===== src/rtl/wb_writer_pkg.sv =====
// Shared register-file widths, reset/write-enable constants and the writeback FIFO entry type.
package wb_writer_pkg;

  localparam int unsigned RegBus     = 32;
  localparam int unsigned RegAddrBus = 5;
  localparam int unsigned RegNum     = 32;

  localparam logic WriteEnable  = 1'b1;
  localparam logic WriteDisable = 1'b0;
  localparam logic RstEnable    = 1'b1;
  localparam logic RstDisable   = 1'b0;

  typedef struct packed {
    logic [RegAddrBus-1:0] addr;
    logic [RegBus-1:0]     data;
  } wb_entry_t;

endpackage


===== src/rtl/wb_fifo.sv =====
// In-order circular buffer taking up to two pushes (a older than b) and one pop per cycle.
module wb_fifo
  import wb_writer_pkg::*;
#(
  parameter int unsigned DEPTH   = 4,
  parameter type         entry_t = wb_entry_t,
  localparam int unsigned PtrW   = $clog2(DEPTH)
) (
  input  logic          clk,
  input  logic          rst,
  input  logic          push_a,
  input  entry_t        data_a,
  input  logic          push_b,
  input  entry_t        data_b,
  input  logic          pop,
  output entry_t        head,
  output logic          empty,
  output logic [PtrW:0] count
);

  entry_t            mem_q [DEPTH];
  logic [PtrW-1:0]   head_q, head_d;
  logic [PtrW-1:0]   tail_q, tail_d;
  logic [PtrW:0]     count_q, count_d;
  logic [PtrW-1:0]   slot_b;
  logic [1:0]        n_push;

  always_comb begin
    n_push  = {1'b0, push_a} + {1'b0, push_b};
    // b lands behind a when both arrive together
    slot_b  = push_a ? tail_q + PtrW'(1) : tail_q;
    tail_d  = tail_q + PtrW'(n_push);
    head_d  = head_q + PtrW'(pop);
    count_d = count_q + (PtrW + 1)'(n_push) - (PtrW + 1)'(pop);
  end

  always_ff @(posedge clk) begin
    if (rst == RstEnable) begin
      head_q  <= '0;
      tail_q  <= '0;
      count_q <= '0;
    end else begin
      head_q  <= head_d;
      tail_q  <= tail_d;
      count_q <= count_d;
    end
  end

  always_ff @(posedge clk) begin
    if (rst != RstEnable) begin
      if (push_a) mem_q[tail_q] <= data_a;
      if (push_b) mem_q[slot_b] <= data_b;
    end
  end

  assign head  = mem_q[head_q];
  assign empty = (count_q == '0);
  assign count = count_q;

endmodule


===== src/rtl/wb_writer.sv =====
// Writeback driver: buffers EX/MEM results in order, drains one regfile write per cycle and
// tracks outstanding writes per register so ID can stall on pending operands.
module wb_writer
  import wb_writer_pkg::*;
#(
  parameter int unsigned DATA_W = RegBus,
  parameter int unsigned ADDR_W = RegAddrBus,
  parameter int unsigned DEPTH  = 4,
  parameter int unsigned CNT_W  = 3,
  localparam int unsigned CntW  = $clog2(DEPTH) + 1
) (
  input  logic              clk,
  input  logic              rst,
  input  logic              ex_valid,
  output logic              ex_ready,
  input  logic [ADDR_W-1:0] ex_waddr,
  input  logic [DATA_W-1:0] ex_wdata,
  input  logic              mem_valid,
  output logic              mem_ready,
  input  logic [ADDR_W-1:0] mem_waddr,
  input  logic [DATA_W-1:0] mem_wdata,
  input  logic              wb_hold,
  output logic              we,
  output logic [ADDR_W-1:0] waddr,
  output logic [DATA_W-1:0] wdata,
  input  logic              issue_valid,
  input  logic [ADDR_W-1:0] issue_waddr,
  input  logic [ADDR_W-1:0] chk_addr1,
  input  logic [ADDR_W-1:0] chk_addr2,
  output logic              busy1,
  output logic              busy2,
  output logic [CntW-1:0]   count
);

  localparam int unsigned        RegCount = 2 ** ADDR_W;
  localparam logic [CNT_W-1:0]   CntMax   = '1;

  typedef struct packed {
    logic [ADDR_W-1:0] addr;
    logic [DATA_W-1:0] data;
  } entry_t;

  entry_t          head, mem_entry, ex_entry;
  logic            empty, pop, in_rst;
  logic            mem_push, ex_push;
  logic [CntW:0]   free;
  logic [CntW-1:0] fifo_count;

  always_comb begin
    in_rst    = (rst == RstEnable);
    pop       = !in_rst && !empty && !wb_hold;
    we        = pop ? WriteEnable : WriteDisable;
    waddr     = pop ? head.addr : '0;
    wdata     = pop ? head.data : '0;
    // the slot freed by this cycle's drain is reusable at the same edge
    free      = (CntW + 1)'(DEPTH) - {1'b0, fifo_count} + (CntW + 1)'(pop);
    mem_ready = !in_rst && (free >= (CntW + 1)'(1));
    ex_ready  = !in_rst && (mem_valid ? (free >= (CntW + 1)'(2)) : (free >= (CntW + 1)'(1)));
    // x0 results complete the handshake but never reach the regfile
    mem_push  = mem_valid && mem_ready && (mem_waddr != '0);
    ex_push   = ex_valid && ex_ready && (ex_waddr != '0);
    mem_entry = '{addr: mem_waddr, data: mem_wdata};
    ex_entry  = '{addr: ex_waddr, data: ex_wdata};
  end

  wb_fifo #(
    .DEPTH   (DEPTH),
    .entry_t (entry_t)
  ) u_fifo (
    .clk    (clk),
    .rst    (rst),
    .push_a (mem_push),
    .data_a (mem_entry),
    .push_b (ex_push),
    .data_b (ex_entry),
    .pop    (pop),
    .head   (head),
    .empty  (empty),
    .count  (fifo_count)
  );

  assign count = fifo_count;

  // Scoreboard: outstanding-write counter per architectural register.
  logic [CNT_W-1:0]    sb_q [RegCount];
  logic [CNT_W-1:0]    sb_d [RegCount];
  logic [RegCount-1:0] sb_inc, sb_dec;

  always_comb begin
    sb_inc = '0;
    sb_dec = '0;
    if (issue_valid && (issue_waddr != '0)) sb_inc[issue_waddr] = 1'b1;
    if (pop) sb_dec[head.addr] = 1'b1;
    for (int unsigned i = 0; i < RegCount; i++) begin
      sb_d[i] = sb_q[i];
      if (i != 0) begin
        if (sb_inc[i] && !sb_dec[i] && (sb_q[i] != CntMax)) begin
          sb_d[i] = sb_q[i] + CNT_W'(1);
        end else if (sb_dec[i] && !sb_inc[i] && (sb_q[i] != '0)) begin
          sb_d[i] = sb_q[i] - CNT_W'(1);
        end
      end
    end
  end

  always_ff @(posedge clk) begin
    for (int unsigned i = 0; i < RegCount; i++) begin
      if (rst == RstEnable) sb_q[i] <= '0;
      else                  sb_q[i] <= sb_d[i];
    end
  end

  // A write draining this cycle is already visible through the regfile bypass.
  logic hit1, hit2;

  always_comb begin
    hit1  = pop && (head.addr == chk_addr1);
    hit2  = pop && (head.addr == chk_addr2);
    busy1 = !in_rst && (chk_addr1 != '0) && (sb_q[chk_addr1] != CNT_W'(hit1));
    busy2 = !in_rst && (chk_addr2 != '0) && (sb_q[chk_addr2] != CNT_W'(hit2));
  end

endmodule


===== config.mk =====
export PLATFORM = sky130hd
export DESIGN_NAME = wb_writer
export DESIGN_NICKNAME = d
export VERILOG_FILES = /design/src/rtl/wb_writer_pkg.sv /design/src/rtl/wb_fifo.sv /design/src/rtl/wb_writer.sv
export SDC_FILE = /design/constraint.sdc
export NUM_CORES = 1
export LEC_CHECK = 0
export ABC_AREA = 0
export BUFFER_PORTS_ARGS = -buffer_cell sky130_fd_sc_hd__buf_4
export CAP_MARGIN = 20
export CORE_ASPECT_RATIO = 0.9
export CORE_MARGIN = 2
export CORE_UTILIZATION = 58
export DETAILED_ROUTE_END_ITERATION = 10
export PLACE_DENSITY = 0.76
export SYNTH_ARGS = -nofsm -noshare
export SYNTH_HDL_FRONTEND = slang
export SYNTH_HIERARCHICAL = 1
export SYNTH_SLANG_ARGS = --single-unit

===== constraint.sdc =====
create_clock -name clk -period 5.95 [get_ports clk]
set_input_delay 0.2975 -clock clk [delete_from_list [all_inputs] [get_ports clk]]
set_output_delay 0.2975 -clock clk [all_outputs]
set_load 0.01 [all_outputs]

==> metrics.md <==
| Metric | Value |
|---|---|
| Status | finished, final reports clean |
| Largest net degree at the start of global routing | 51 |
| CTS Buf Count | 28 |
| Skew final | 0.0292 ns |
| DRT Wirelength | 45900 um |
| Mapped Cells | 1766 |
| Crit path required time | 6.27 ns |
| Yosys reg bits | 248 |
| Nets | 1957 |
| Actual slew at the worst max-slew pin | 1.09 ns |
| CP max-delay cell | a21boi_4 |
| CTS H-tree depth | 1 |
| Antenna Nets Post-Route | 0 |
| Reg-to-Reg End | u_fifo/mem_q[3][0] |
| Syn Nets | 1905 |
| Clock Tree Buf Depth | 3 |
| Remaining Overflow, GRT | 0 |
| First-pass GRT wire length | 73100 um |
| Hold Violations, Final | 0 |
| Clk pin slew, worst setup/hold paths | 0.06 ns |
| Ports | 140 |
| WP data arrival | 4.99 ns |
| RSZ-0062 raised after global routing | no |
| Post-synth top area cell | edfxtp_1 |
| Final Max Slew Viols | 0 |
| Async SR Flop Fraction | 0% |
| Postcts setup bufs | 0 |
| Total power | 5.38 mW |
| FF-to-FF path depth | 16 |
| Synthesis-to-layout area growth | 12.8% |
| Max cap viols | 0 |
| Starting DRT DRC Count | 1366 |
| Worst VDD drop | 0.291 mV |
| Drt drc | 0 |
| Yosys top cell area share | 25.5% |
| Share of layout cells above drive strength 1 | 25.0% |
| Leakage | 6.75 nW |
| Primary FF master, synth | edfxtp_1 |
| Max transition margin | 27.2% |
| Synth top area cells | edfxtp_1 26%, dfxtp_1 12%, mux2_2 9.1% |
| Synth Cell Area | 17400 um2 |
| Yosys cell types | 88 |
| Initial antenna violation count | 0 |
| Via density | 6.54 |
| Chip height | 168 um |
| CP Max Fanout | 26 |
| Cell chain of the critical path | nor3_1, nor3_2, inv_1, ha_1, inv_1, ha_1, nand2_1, nor3_1, nor2_1, nor2_1, a21oi_1, o311a_1, nand3b_1, a21boi_4, buf_4, mux2_2 |
| Final Wtd Congestion | 0.896 |
| Critical Path Sink Type | flip-flop |
| Hpwl dp | 30800 um |
| Hold crit path type | in -> reg |
| DRT Pass-1 Iters | 7 |
| Post-Route Setup TNS | 0 ns |
| Antenna diode instance count | 0 |
| Wire length per cell | 20.4 um |
| CTS Hold Bufs | 0 |
| Mapped Avg Cell Area | 9.85 um2 |
| Clk_lat worst skew | 0.58 ns |
| Hold Crit Start | ex_wdata[21] |
| Row cnt | 60 |
| Crit path launch type | flip-flop |
| Cts repair resizes | 0 |
| Effective utilization at floorplan | 58.5% |
| Ratio of final minimum period to clock period | 78.4% |
| Hold endpoint | u_fifo/mem_q[0][21] |
| Vias in the first global route | 13800 |
| Largest stage delay, worst path | 0.87 ns |
| Worst R2R Start | u_fifo/count[2] |
| Area of the core | 29700 um2 |
| CP Launch Point | u_fifo/count[2] |
| Max Clk Rate | 214 MHz |
| CP Class | reg -> reg |
| CTS tree | built |
| Port buffer count | 139 |
| Ys Warns | 6 |
| # setup viols final | 0 |
| Die X | 187 um |
| Vias post-DR | 14700 |
| Hold Path Stages | 2 |
| Root buf cell | clkbuf_16 |
| Min cycle time layout | 4.66 ns |
| TritonCTS Sinks | 248 |
| Tot GR Track Use | 28.6% |
| Pwr dens | 274 nW/um2 |
| Worst R2R Setup Slack | 1.29 ns |
| Post-synth EDFFs | 148 |
| Die area | 31400 um2 |
| Seq/Total Area, Yosys | 37.1% |
## Yosys cell counts (all sizes together) (17+ instances only)
cell    instances
nand2         161
fa             32
and2           43
mux2          151
clkbuf         82
nor2          163
a21oi         107
inv            26
o22ai          29
buf            56
a211oi         44
edfxtp        148
a31oi          25
dfxtp         100
a22oi          21
o21ai          90
mux4           59
nand2b         17
nor3           54
nand3          77
## critical path, delay by kind of cell (launching register included)
| family | cells | cell delay, ns |
|---|---|---|
| AO/OA/AOI/OAI | 3 | 1.58 |
| AND/OR/NAND/NOR | 7 | 1.26 |
| buffers and inverters | 3 | 0.51 |
| multiplexers | 1 | 0.37 |
| flip-flops | 1 | 0.35 |
| adder cells (fa/ha/maj) | 2 | 0.34 |
## through the flow
stage / setup slack [ns] / hold WS, ns / std cells / utilization [%] / instance area, um2
floorplan: 0.614 / 0.369 / 1766 / - / 17400
global placement: 1.50 / 0.509 / 2191 / 62.3 / 18500
detailed placement: 1.34 / 0.516 / 2191 / 62.3 / 18500
CTS: 1.29 / 0.0141 / 2243 / 66.0 / 19600
global route: 0.909 / 0.0239 / 2243 / 66.0 / 19600
finish: 1.29 / 0.0310 / 2243 / 66.0 / 19600
## cells in the final DEF (no fill, tap or decap), drive strengths merged, types with 17 or more instances in the layout
| master | n |
|---|---|
| a31oi | 25 |
| edfxtp | 148 |
| buf | 160 |
| o22ai | 29 |
| inv | 27 |
| o21ai | 90 |
| nor2 | 163 |
| mux2 | 151 |
| a211oi | 44 |
| nand2 | 161 |
| a21oi | 107 |
| mux4 | 59 |
| nand2b | 17 |
| nand3 | 77 |
| fa | 32 |
| nor3 | 54 |
| dfxtp | 100 |
| a22oi | 21 |
| clkbuf | 34 |
| and2 | 43 |
## logic make-up after synthesis
group	after synthesis	share of synthesized area, %
buffers and inverters	165	4.37
AOI/OAI and AO/OA	433	16.4
adders and majority gates	44	4.55
muxes	224	18.2
and+or+nand+nor	635	18.5
xor gates and xnor gates	17	0.856
DFF	248	37.1
## per-layer routing
metal  wire length [um]  global-route usage (%)
met2              20800                    46.0
met3               4590                    7.48
met1              19200                    38.2
met5                  0                       0
met4               1310                    8.73
## power breakdown
| part | total, mW | internal (mW) | switching (mW) |
|---|---|---|---|
| Combinational | 1.25 | 0.544 | 0.706 |
| Clock | 2.06 | 1.30 | 0.764 |
| Sequential | 2.07 | 1.97 | 0.0952 |
## sequential cells by signal (all words and copies together) (netlist names)
signal,flops
u_fifo/tail_q,2
sb_q,93
u_fifo/mem_q,148
u_fifo/head_q,2
u_fifo/count,3
## worst max-delay path by stage
stage | endpoint | slack [ns] | depth (start not counted)
after detailed placement | u_fifo/mem_q[3][20] | 1.34 | 16
after floorplan | u_fifo/mem_q[0][0] | 0.61 | 17
after global placement | u_fifo/mem_q[3][9] | 1.50 | 16
after CTS | u_fifo/mem_q[3][0] | 1.29 | 16
final | u_fifo/mem_q[3][0] | 1.29 | 16
after global routing | u_fifo/mem_q[3][0] | 0.91 | 16
## layout make-up
class | instances | area [um2]
Clock buffer | 34 | 753
Clock inverter | 18 | 355
Fill cell | 2319 | 10100
Inverter | 27 | 101
Multi-Input combinational cell | 1353 | 10300
Sequential cell | 248 | 6450
Tap cell | 403 | 504
Timing Repair Buffer | 160 | 1200
(Power assumes the default switching activity.)
